`src/rtl/cpu_types_pkg.sv`:
```
// Shared types for the pipeline hazard/flush controller: FSM states,
// register-number helpers and the packed control-output bundle.
package cpu_types_pkg;

    typedef enum logic [1:0] {
        RUN    = 2'd0,
        DWAIT  = 2'd1,
        HALTED = 2'd2
    } hzd_state_t;

    typedef logic [4:0] regbits_t;

    localparam regbits_t REG_ZERO = 5'd0;

    // Field order is the order the pipeline register interface lists them.
    typedef struct packed {
        logic pc_en;
        logic if_en;
        logic id_en;
        logic ex_en;
        logic mem_en;
        logic if_flush;
        logic id_flush;
        logic ex_flush;
        logic mem_flush;
        logic halt;
    } ctrl_t;

    // $zero is hardwired, so a write to it can never create a dependency.
    function automatic logic reg_match(input regbits_t dst, input regbits_t src);
        return (dst != REG_ZERO) && (dst == src);
    endfunction

endpackage

```
`src/rtl/hazard_flush_ctrl_hazard_detect.sv`:
```
// Load-use detector: a load in ID/EX whose destination feeds the
// instruction currently in IF/ID.
module hazard_detect
    import cpu_types_pkg::*;
(
    input  logic     ex_dread,
    input  regbits_t ex_wsel,
    input  regbits_t id_rs,
    input  regbits_t id_rt,
    input  logic     id_uses_rt,
    output logic     stall
);

    logic rs_hit;
    logic rt_hit;

    assign rs_hit = reg_match(ex_wsel, id_rs);
    assign rt_hit = id_uses_rt && reg_match(ex_wsel, id_rt);
    assign stall  = ex_dread && (rs_hit || rt_hit);

endmodule

```
`src/rtl/hazard_flush_ctrl.sv`:
```
// Stall/flush controller for the 5-stage MIPS pipeline (RUN/DWAIT/HALTED).
// Define HAZARD_PERF_CNT_EN to add the perf_stall/perf_flush/perf_dwait counters.
module hazard_flush_ctrl
    import cpu_types_pkg::*;
#(
    parameter int PERF_W = 32
) (
    input  logic       CLK,
    input  logic       nRST,
    input  logic       ihit,
    input  logic       dhit,
    input  logic       mem_dread,
    input  logic       mem_dwrite,
    input  logic       ex_dread,
    input  regbits_t   ex_wsel,
    input  regbits_t   id_rs,
    input  regbits_t   id_rt,
    input  logic       id_uses_rt,
    input  logic       id_jump,
    input  logic       mem_redirect,
    input  logic       wb_halt,
    output logic       pc_en,
    output logic       IF_EN,
    output logic       ID_EN,
    output logic       EX_EN,
    output logic       MEM_EN,
    output logic       IF_FLUSH,
    output logic       ID_FLUSH,
    output logic       EX_FLUSH,
    output logic       MEM_FLUSH,
    output logic       halt,
    output hzd_state_t dbg_state
`ifdef HAZARD_PERF_CNT_EN
    ,
    output logic [PERF_W-1:0] perf_stall,
    output logic [PERF_W-1:0] perf_flush,
    output logic [PERF_W-1:0] perf_dwait
`endif
);

    hzd_state_t state;
    hzd_state_t next_state;
    ctrl_t      flow;
    ctrl_t      ctrl;
    logic       load_use;
    logic       dmem_wait;
    logic       use_flow;

    if (PERF_W < 1) begin : g_perf_w_invalid
    end

    hazard_detect u_detect (
        .ex_dread   (ex_dread),
        .ex_wsel    (ex_wsel),
        .id_rs      (id_rs),
        .id_rt      (id_rt),
        .id_uses_rt (id_uses_rt),
        .stall      (load_use)
    );

    assign dmem_wait = (mem_dread || mem_dwrite) && !dhit;

    // Normal-flow priority once no data access is pending:
    // redirect > load-use > icache miss > jump > advance.
    always_comb begin
        flow = '0;
        if (mem_redirect) begin
            flow.pc_en    = 1'b1;
            flow.if_en    = 1'b1;
            flow.id_en    = 1'b1;
            flow.ex_en    = 1'b1;
            flow.mem_en   = 1'b1;
            flow.if_flush = 1'b1;
            flow.id_flush = 1'b1;
            flow.ex_flush = 1'b1;
        end else if (load_use) begin
            flow.id_en    = 1'b1;
            flow.ex_en    = 1'b1;
            flow.mem_en   = 1'b1;
            flow.id_flush = 1'b1;
        end else if (!ihit) begin
            flow.if_en    = 1'b1;
            flow.id_en    = 1'b1;
            flow.ex_en    = 1'b1;
            flow.mem_en   = 1'b1;
            flow.if_flush = 1'b1;
        end else begin
            flow.pc_en    = 1'b1;
            flow.if_en    = 1'b1;
            flow.id_en    = 1'b1;
            flow.ex_en    = 1'b1;
            flow.mem_en   = 1'b1;
            flow.if_flush = id_jump;
        end
    end

    always_ff @(posedge CLK or negedge nRST) begin
        if (!nRST) begin
            state <= RUN;
        end else begin
            state <= next_state;
        end
    end

    // On the wb_halt cycle everything freezes; the halt writeback commits
    // at that edge and nothing younger is allowed to move behind it.
    always_comb begin
        ctrl       = '0;
        next_state = state;
        use_flow   = 1'b0;
        case (state)
            RUN: begin
                if (wb_halt) begin
                    next_state = HALTED;
                end else if (dmem_wait) begin
                    next_state = DWAIT;
                end else begin
                    use_flow = 1'b1;
                end
            end
            DWAIT: begin
                if (wb_halt) begin
                    next_state = HALTED;
                end else if (dhit) begin
                    next_state = RUN;
                    if (ihit) begin
                        use_flow = 1'b1;
                    end else begin
                        ctrl.mem_en   = 1'b1;
                        ctrl.ex_flush = 1'b1;
                    end
                end
            end
            HALTED: begin
                ctrl.halt = 1'b1;
            end
            default: begin
                next_state = RUN;
            end
        endcase
        if (use_flow) begin
            ctrl = flow;
        end
        if (!nRST) begin
            ctrl           = '0;
            ctrl.if_flush  = 1'b1;
            ctrl.id_flush  = 1'b1;
            ctrl.ex_flush  = 1'b1;
            ctrl.mem_flush = 1'b1;
        end
    end

    assign pc_en     = ctrl.pc_en;
    assign IF_EN     = ctrl.if_en;
    assign ID_EN     = ctrl.id_en;
    assign EX_EN     = ctrl.ex_en;
    assign MEM_EN    = ctrl.mem_en;
    assign IF_FLUSH  = ctrl.if_flush;
    assign ID_FLUSH  = ctrl.id_flush;
    assign EX_FLUSH  = ctrl.ex_flush;
    assign MEM_FLUSH = ctrl.mem_flush;
    assign halt      = ctrl.halt;
    assign dbg_state = state;

`ifdef HAZARD_PERF_CNT_EN
    logic [PERF_W-1:0] stall_cycles;
    logic [PERF_W-1:0] flush_events;
    logic [PERF_W-1:0] dwait_cycles;
    logic              flush_event;

    // A jump only counts when it actually steers fetch, not when shadowed.
    assign flush_event = use_flow && (mem_redirect || (id_jump && ihit && !load_use));

    always_ff @(posedge CLK or negedge nRST) begin
        if (!nRST) begin
            stall_cycles <= '0;
            flush_events <= '0;
            dwait_cycles <= '0;
        end else begin
            if (!ctrl.pc_en && (state != HALTED) && (stall_cycles != '1)) begin
                stall_cycles <= stall_cycles + PERF_W'(1);
            end
            if (flush_event && (flush_events != '1)) begin
                flush_events <= flush_events + PERF_W'(1);
            end
            if ((state == DWAIT) && (dwait_cycles != '1)) begin
                dwait_cycles <= dwait_cycles + PERF_W'(1);
            end
        end
    end

    assign perf_stall = stall_cycles;
    assign perf_flush = flush_events;
    assign perf_dwait = dwait_cycles;
`endif

endmodule

```
`config.mk`:
```
export PLATFORM = sky130hd
export DESIGN_NAME = hazard_flush_ctrl
export DESIGN_NICKNAME = d
export VERILOG_FILES = /design/src/rtl/cpu_types_pkg.sv /design/src/rtl/hazard_flush_ctrl_hazard_detect.sv /design/src/rtl/hazard_flush_ctrl.sv
export SDC_FILE = /design/constraint.sdc
export NUM_CORES = 1
export LEC_CHECK = 0
export CAP_MARGIN = 20
export CORE_AREA = 2 2 39 41
export DETAILED_ROUTE_END_ITERATION = 16
export DIE_AREA = 0 0 41 43
export PLACE_DENSITY = 0.73
export SYNTH_ARGS = -nofsm -noshare
export SYNTH_HDL_FRONTEND = slang
export SYNTH_SLANG_ARGS = --single-unit
```
`constraint.sdc`:
```
create_clock -name CLK -period 3.25 [get_ports CLK]
set_input_delay 0.8125 -clock CLK [delete_from_list [all_inputs] [get_ports CLK]]
set_output_delay 0.8125 -clock CLK [all_outputs]
set_load 0.01 [all_outputs]
```
==> results of run 1 <==
==> power breakdown <==
group          leakage [µW]  switching (µW)  internal, µW
logic              0.000322            28.6          52.4
clock network     0.0000138            15.8          40.9
registers         0.0000227       0.0000327          25.1
==> metrics by stage <==
step | hold WS, ps | TNS (ps) | util (%) | std cells
detailed placement | 496.3 | -1713 | 58.23 | 109
global route | 550.0 | 0 | 62.57 | 115
floorplan | 516.9 | 0 | - | 45
global placement | 493.6 | -1605 | 58.23 | 109
finish | 517.1 | 0 | 62.57 | 115
CTS | 501.7 | 0 | 60.76 | 113
==> Yosys cell counts, drive strengths merged, types with 2 or more instances <==
master / number / area [µm²]
xnor2: 10 / 87.58
nor2: 7 / 26.28
a21oi: 3 / 15.01
o21ai: 3 / 18.76
dfrtp: 2 / 50.05
inv: 2 / 7.500
nand2: 2 / 7.510
nor3: 2 / 10.01
==> cell type report <==
| cell class | count | area [µm²] | share of cell area (%) |
|---|---|---|---|
| repair buffers | 52 | 464.2 | 53.61 |
| multi-input cells | 40 | 301.5 | 34.83 |
| inverters | 2 | 7.507 | 0.8671 |
| flip-flops and latches | 2 | 50.05 | 5.780 |
| clock buffers | 3 | 22.52 | 2.601 |
| well taps | 16 | 20.02 | 2.312 |
==> per-layer routing <==
layer	routed length, µm	global-route usage, %	up-vias	share of wire (%)
met3	142	1.047	2	10
met2	728	30.94	37	54
met4	14	6.000	0	1.0
met1	466	14.97	222	34
li1	-	-	277	-
met5	0	0	-	0
==> repair_timing <==
item	4_1_cts	5_1_grt
setup endpoints to repair	8	3
pin swaps	3	2
endpoints found under the hold margin	0	0
resized for setup	20	3
setup buffers	1	2
==> path summary, 6_finish.rpt <==
| path | start | end | cells after the start |
|---|---|---|---|
| setup / recovery | ex_wsel[0] | ID_FLUSH | 6 |
| hold / removal | dbg_state[1] | dbg_state[0] | 1 |
| setup reg to reg | dbg_state[0] | dbg_state[0] | 3 |
| hold reg to reg | dbg_state[1] | dbg_state[0] | 1 |
| max in group asynchronous | nRST | dbg_state[0] | 2 |
| min in group asynchronous | nRST | dbg_state[1] | 2 |
==> critical path: stages <==
cell and delay (ps):
clkdlybuf4s50_1 420, or4_4 440, o21ai_4 180, nor2_1 50
a221o_1 310, buf_2 140
==> cells by family (layout without fill, tap and decap cells) <==
kind of cell           after synthesis  count (layout)  synth area share, %
AND/OR/NAND/NOR                     17              17                26.32
XOR/XNOR                            10              10                26.31
AO/OA/AOI/OAI                       13              13                27.82
flip-flops                           2               2                15.04
buffers and inverters                3              57                4.510
==> tab_implementation.tex, run 1 <==
\begin{tabular}{lr}
\hline
Metric & Value \\
\hline
\multicolumn{2}{l}{\textbf{STA}} \\
Number of max-slew violations in the final report & 0 \\
Timing-limited maximum frequency & $\sim$0.32 GHz \\
Final critical-path required period & 3172 ps \\
Setup-violating endpoint count in the final report & 0 \\
Fin worst setup slack & 78.03 ps \\
Hold violation total from the final report & 0 \\
Headroom to the max-slew limit & a little over four fifths \\
Final clock skew & around 5 ps \\
Final worst-path cycle share & between 90 and 100\% \\
Worst-Margin Slew & about 240 ps \\
Setup repair after global routing missed its margin & false \\
\multicolumn{2}{l}{\textbf{Yosys}} \\
Post-Syn Area & 332.8 µm² \\
Most used flip-flop cell after synthesis & dfrtp\_1 \\
Post-Synthesis Cells & 45 \\
Yosys cell types & 25 \\
Async S/R FF share, synth & 100.0\% \\
Number of register bits inferred by synthesis & 2 \\
Mean area per synthesized cell & 7.396 µm² \\
Seq/Total Area, Yosys & 15.04\% \\
YS warnings & 0 \\
Post-Synthesis Net Count & 71 \\
Count of flip-flops with a built-in enable after synthesis & 0 \\
\multicolumn{2}{l}{\textbf{GRT}} \\
Via count of the first global-routing pass & 562 \\
Global-route usage over all layers & 15.72\% \\
Overflow after GRT & 0 \\
Largest net degree at the start of global routing & 8 \\
Antenna violations before repair & 0 \\
Wire length of the first global-routing pass & between 1500 and 2000 µm \\
\multicolumn{2}{l}{\textbf{Worst setup path}} \\
CP startpoint kind & input port \\
Data required time at the worst endpoint & 2440 ps \\
Worst-case register-to-register setup slack & about 2400 ps \\
Critical path type & input port to output pin \\
Type of destination of the critical path & output pin \\
Worst-path maximum fanout & 3 \\
Arrival time at the worst endpoint & between 2000 and 2500 ps \\
\multicolumn{2}{l}{\textbf{Clock network}} \\
Clock insertion delay at the later pin of the skew report & approximately 230 ps \\
Number of H-tree branching levels & 1 \\
Clock Path Buffers & 2 \\
Reg clk slew, reported paths & 30 ps \\
Cts-stage hold buffer count & 0 \\
CTS Root Buffer Type & clkbuf\_4 \\
Number of clock buffers inserted by TritonCTS & 3 \\
CTS tree & done \\
CTS sink count & 2 \\
\multicolumn{2}{l}{\textbf{Detailed routing}} \\
Total iterations of the first detailed-routing run & 2 \\
DRC errors left & 0 \\
Mean routed wirelength per cell & 11.77 µm \\
Antenna violation net count after detailed routing & 0 \\
Starting DRT DRC Count & 3 \\
Via total after detailed routing & between 500 and 600 \\
Post-detailed-routing wire length & 1353 µm \\
Post-detailed-route via-to-cell ratio & between 4 and 5 \\
\multicolumn{2}{l}{\textbf{Placed design}} \\
Post-detailed-placement half-perimeter wirelength & 1073 µm \\
Post-Place Worst Slack & -395.0 ps \\
Placement-stage cell area & $\sim$810 µm² \\
Final estimated routing congestion in global placement & 0.6611 \\
Number of I/O port buffers & 37 \\
\multicolumn{2}{l}{\textbf{Finish}} \\
Flip-flop count of the largest register, all copies and words added & 2 \\
Antenna diodes & 0 \\
Net count reported at finish & around 130 \\
Layout Area Growth over Synthesis & 160.2\% \\
Proportion of layout cells with a drive suffix above 1 & 28.28\% \\
Post-layout instance area & 865.8 µm² \\
Top library cells by usage in the layout, fill and taps aside & clkdlybuf4s50\_1 (27), buf\_4 (15), xnor2\_1 (10), dlygate4sd2\_1 (7), nor2\_1 (6) \\
Leading cell type in the layout, fill and taps excluded & clkdlybuf4s50\_1 \\
Fillers & $\sim$150 \\
\multicolumn{2}{l}{\textbf{Power}} \\
Post-layout power & 162.8 µW \\
Worst-case vdd ir drop & roughly 0.00011 V \\
P\_leak & around 0.00036 µW \\
Pwr per Cell Area & between 150 and 200 nW/µm² \\
\multicolumn{2}{l}{\textbf{Floorplanning}} \\
Starting utilization of the core area & between 20 and 25\% \\
Area enclosed by the die boundary & 1763 µm² \\
Number of placed I/O pins & 38 \\
Chip width & between 40 and 50 µm \\
Vertical die dimension & 43 µm \\
Area of the core & between 1000 and 1500 µm² \\
Number of core rows & 14 \\
\multicolumn{2}{l}{\textbf{Flow run}} \\
Count of max-cap constraint violations & 0 \\
\multicolumn{2}{l}{\textbf{Run status}} \\
Status & complete, no violations \\
\multicolumn{2}{l}{\textbf{Min path}} \\
Type of the most critical hold path & flip-flop to flip-flop \\
\hline
\end{tabular}
(Power assumes the default switching activity.)
==> run 2: changes to the inputs <==
- MAX_ROUTING_LAYER: not set -> met4
- RECOVER_POWER: not set -> 100
==> tab_implementation.tex, run 2 (synthesis gave the netlist of run 1 again) <==
\begin{tabular}{lr}
\hline
Metric & Value \\
\hline
\multicolumn{2}{l}{\textbf{STA}} \\
Hold violation total from the final report & 0 (unchanged) \\
Worst-Margin Slew & 241.6 ps (unchanged) \\
Final clock skew & 5.069 ps (was 5.100 ps) \\
Final critical-path required period & 3172 ps (about the same) \\
Headroom to the max-slew limit & 83.66\% (unchanged) \\
Setup TNS & 0 ps (unchanged) \\
Fin worst setup slack & 77.69 ps (was 78.03 ps) \\
Timing-limited maximum frequency & 0.3152 GHz (was 0.3153 GHz) \\
Final worst-path cycle share & 97.61\% (was 97.60\%) \\
Setup-violating endpoint count in the final report & 0 (unchanged) \\
Setup repair after global routing missed its margin & false (unchanged) \\
Number of max-slew violations in the final report & 0 (unchanged) \\
\multicolumn{2}{l}{\textbf{Flow run}} \\
Count of max-cap constraint violations & 0 (unchanged) \\
\multicolumn{2}{l}{\textbf{Worst setup path}} \\
Data required time at the worst endpoint & 2440 ps (about the same) \\
Critical path type & input port to output pin (unchanged) \\
Worst-path cell with the longest stage delay & clkdlybuf4s50\_1 (was or4\_4) \\
Buf+Inv Stages, Crit Path & 3 (was 2) \\
Worst-case register-to-register setup slack & 2330 ps (was 2350 ps) \\
Top Family by Delay on Critical Path & buffers and inverters (unchanged) \\
Type of destination of the critical path & output pin (unchanged) \\
Library cell appearing most often on the critical path & clkdlybuf4s50\_1 \\
Worst-path maximum fanout & 3 (unchanged) \\
Ordered list of cells on the worst path & clkdlybuf4s50\_1 > nor3\_4 > clkbuf\_4 > o21ai\_1 > nor2\_1 > clkdlybuf4s50\_1 (was clkdlybuf4s50\_1 > or4\_4 > o21ai\_4 > nor2\_1 > a221o\_1 > buf\_2) \\
CP startpoint kind & input port (unchanged) \\
Arrival time at the worst endpoint & 2360 ps (about the same) \\
Max incr delay on CP & 530 ps (was 440 ps) \\
\multicolumn{2}{l}{\textbf{Clock network}} \\
CTS sink count & 2 (unchanged) \\
Clock insertion delay at the later pin of the skew report & 230 ps (about the same) \\
CTS tree & done (unchanged) \\
Reg clk slew, reported paths & 30 ps (about the same) \\
Number of clock buffers inserted by TritonCTS & 3 (unchanged) \\
Number of H-tree branching levels & 1 (unchanged) \\
Cts-stage hold buffer count & 0 (unchanged) \\
Clock Path Buffers & 2 (unchanged) \\
CTS Root Buffer Type & clkbuf\_4 (unchanged) \\
\multicolumn{2}{l}{\textbf{Finish}} \\
Leading cell type in the layout, fill and taps excluded & clkdlybuf4s50\_1 (unchanged) \\
Core occupancy in the finished layout & 62.30\% (was 62.57\%) \\
Fillers & 147 (was 145) \\
Proportion of layout cells with a drive suffix above 1 & 27.27\% (was 28.28\%) \\
Layout Area Growth over Synthesis & 159.0\% (was 160.2\%) \\
Top library cells by usage in the layout, fill and taps aside & clkdlybuf4s50\_1 (22), buf\_4 (13), xnor2\_1 (10), dlygate4sd2\_1 (7), nor2\_1 (6) (was clkdlybuf4s50\_1 (27), buf\_4 (15), xnor2\_1 (10), dlygate4sd2\_1 (7), nor2\_1 (6)) \\
Net count reported at finish & 127 (unchanged) \\
Multi-input logic area & 301.5 µm² (unchanged) \\
Post-layout instance area & 862.1 µm² (was 865.8 µm²) \\
Flip-flop count of the largest register, all copies and words added & 2 (unchanged) \\
FF/Latch Area & 50.05 µm² (unchanged) \\
Final non-filler cell total & 115 (unchanged) \\
Antenna diodes & 0 (unchanged) \\
\multicolumn{2}{l}{\textbf{Detailed routing}} \\
Via total after detailed routing & 537 (was 538) \\
Post-detailed-routing wire length & 1349 µm (was 1353 µm) \\
Antenna violation net count after detailed routing & 0 (unchanged) \\
Mean routed wirelength per cell & 11.73 µm (was 11.77 µm) \\
DRC errors left & 0 (unchanged) \\
Post-detailed-route via-to-cell ratio & 4.670 (was 4.678) \\
Starting DRT DRC Count & 3 (unchanged) \\
Total iterations of the first detailed-routing run & 2 (unchanged) \\
\multicolumn{2}{l}{\textbf{Floorplanning}} \\
Area of the core & 1384 µm² (unchanged) \\
Vertical die dimension & 43 µm (unchanged) \\
Area enclosed by the die boundary & 1763 µm² (unchanged) \\
Number of placed I/O pins & 38 (unchanged) \\
Starting utilization of the core area & 24.05\% (unchanged) \\
Chip width & 41 µm (unchanged) \\
Number of core rows & 14 (unchanged) \\
\multicolumn{2}{l}{\textbf{Run status}} \\
Status & complete, no violations (unchanged) \\
\multicolumn{2}{l}{\textbf{Power}} \\
P\_leak & 0.0003558 µW (was 0.0003582 µW) \\
Pwr per Cell Area & 187.3 nW/µm² (was 188.0 nW/µm²) \\
Internal Pwr Total & 117.1 µW (was 118.4 µW) \\
Net switching component of the power & 44.38 µW (about the same) \\
Combinational share of power & 49.3\% (was 49.7\%) \\
Proportion of power drawn by flip-flops and latches & 15.5\% (was 15.4\%) \\
Worst-case vdd ir drop & 0.0001135 V (was 0.0001138 V) \\
Clock network fraction of total power & 35.1\% (was 34.9\%) \\
Switch share & 27.49\% (was 27.26\%) \\
\multicolumn{2}{l}{\textbf{Placed design}} \\
Post-detailed-placement half-perimeter wirelength & 1073 µm (unchanged) \\
DP Cell Count & 109 (unchanged) \\
Post-Place Worst Slack & -395.0 ps (unchanged) \\
Number of I/O port buffers & 37 (unchanged) \\
Final estimated routing congestion in global placement & 0.6674 (was 0.6611) \\
Placement-stage cell area & 805.8 µm² (unchanged) \\
\multicolumn{2}{l}{\textbf{GRT}} \\
Wire length of the first global-routing pass & 1980 µm (unchanged) \\
Overflow after GRT & 0 (unchanged) \\
Global-route usage over all layers & 16.10\% (was 15.72\%) \\
Antenna violations before repair & 0 (unchanged) \\
Largest net degree at the start of global routing & 8 (unchanged) \\
Via count of the first global-routing pass & 562 (unchanged) \\
\multicolumn{2}{l}{\textbf{Min path}} \\
Type of the most critical hold path & flip-flop to flip-flop (unchanged) \\
\hline
\end{tabular}
-- run 2: cell types whose count changed in the layout (fill, tap and decap cells not counted), sizes merged --
cell / before / now
dlygate4sd3: 0 / 5
buf: 17 / 13
clkbuf: 3 / 7
clkdlybuf4s50: 27 / 22
-- run 2: final timing paths --
path                               from            to  cells past startpoint
max                          mem_dwrite        MEM_EN                      6
max reg2reg                dbg_state[0]  dbg_state[0]                      3
min reg2reg                dbg_state[1]  dbg_state[0]                      1
min in group asynchronous          nRST  dbg_state[1]                      2
max in group asynchronous          nRST  dbg_state[0]                      2
min                        dbg_state[1]  dbg_state[0]                      1
-- run 2: worst reg2reg max path: cells and delay by family (launching register included) --
family | cells | cell delay [ps]
buffers and inverters | 1 | 170
and+or+nand+nor | 2 | 210
DFF | 1 | 420
-- run 2: what timing repair did --
item,CTS,global route
buffers inserted,1,2
setup endpoints to repair,8,3
pin swaps,3,2
cloned,0,0
gates resized for setup,20,3
-- run 2: layout make-up --
type                       instances  area share, %
multi-input combinational         40          34.98
clock buffer                       3          2.612
timing repair buffer              52          53.41
sequential                         2          5.806
tap                               16          2.322
inverter                           2         0.8708
-- run 2: per-layer routing --
layer | vias to the layer above | global-route usage (%) | share of wire (%)
li1 | 277 | - | -
met1 | 221 | 14.97 | 34
met2 | 37 | 30.94 | 54
met3 | 2 | 1.047 | 11
met4 | 0 | 6.000 | 1.0
met5 | - | - | 0
-- run 2: through the flow --
stage          hold WS [ps]  power (µW)
2_1_floorplan         516.9       47.26
6_report              513.1       161.4
4_1_cts               501.7       159.9
3_3_place_gp          493.6       101.8
3_5_place_dp          496.3       102.9
5_1_grt               546.1       171.2
-- run 2: power by group through the flow --
stage	sequential [µW]	combinational [µW]	clock (µW)
floorplan	25.4	21.9	0
global placement	25.4	76.5	0
detailed placement	25.4	77.6	0
CTS	25.1	78.4	56.4
global route	25.1	86.4	59.8
finish	25.1	79.7	56.7
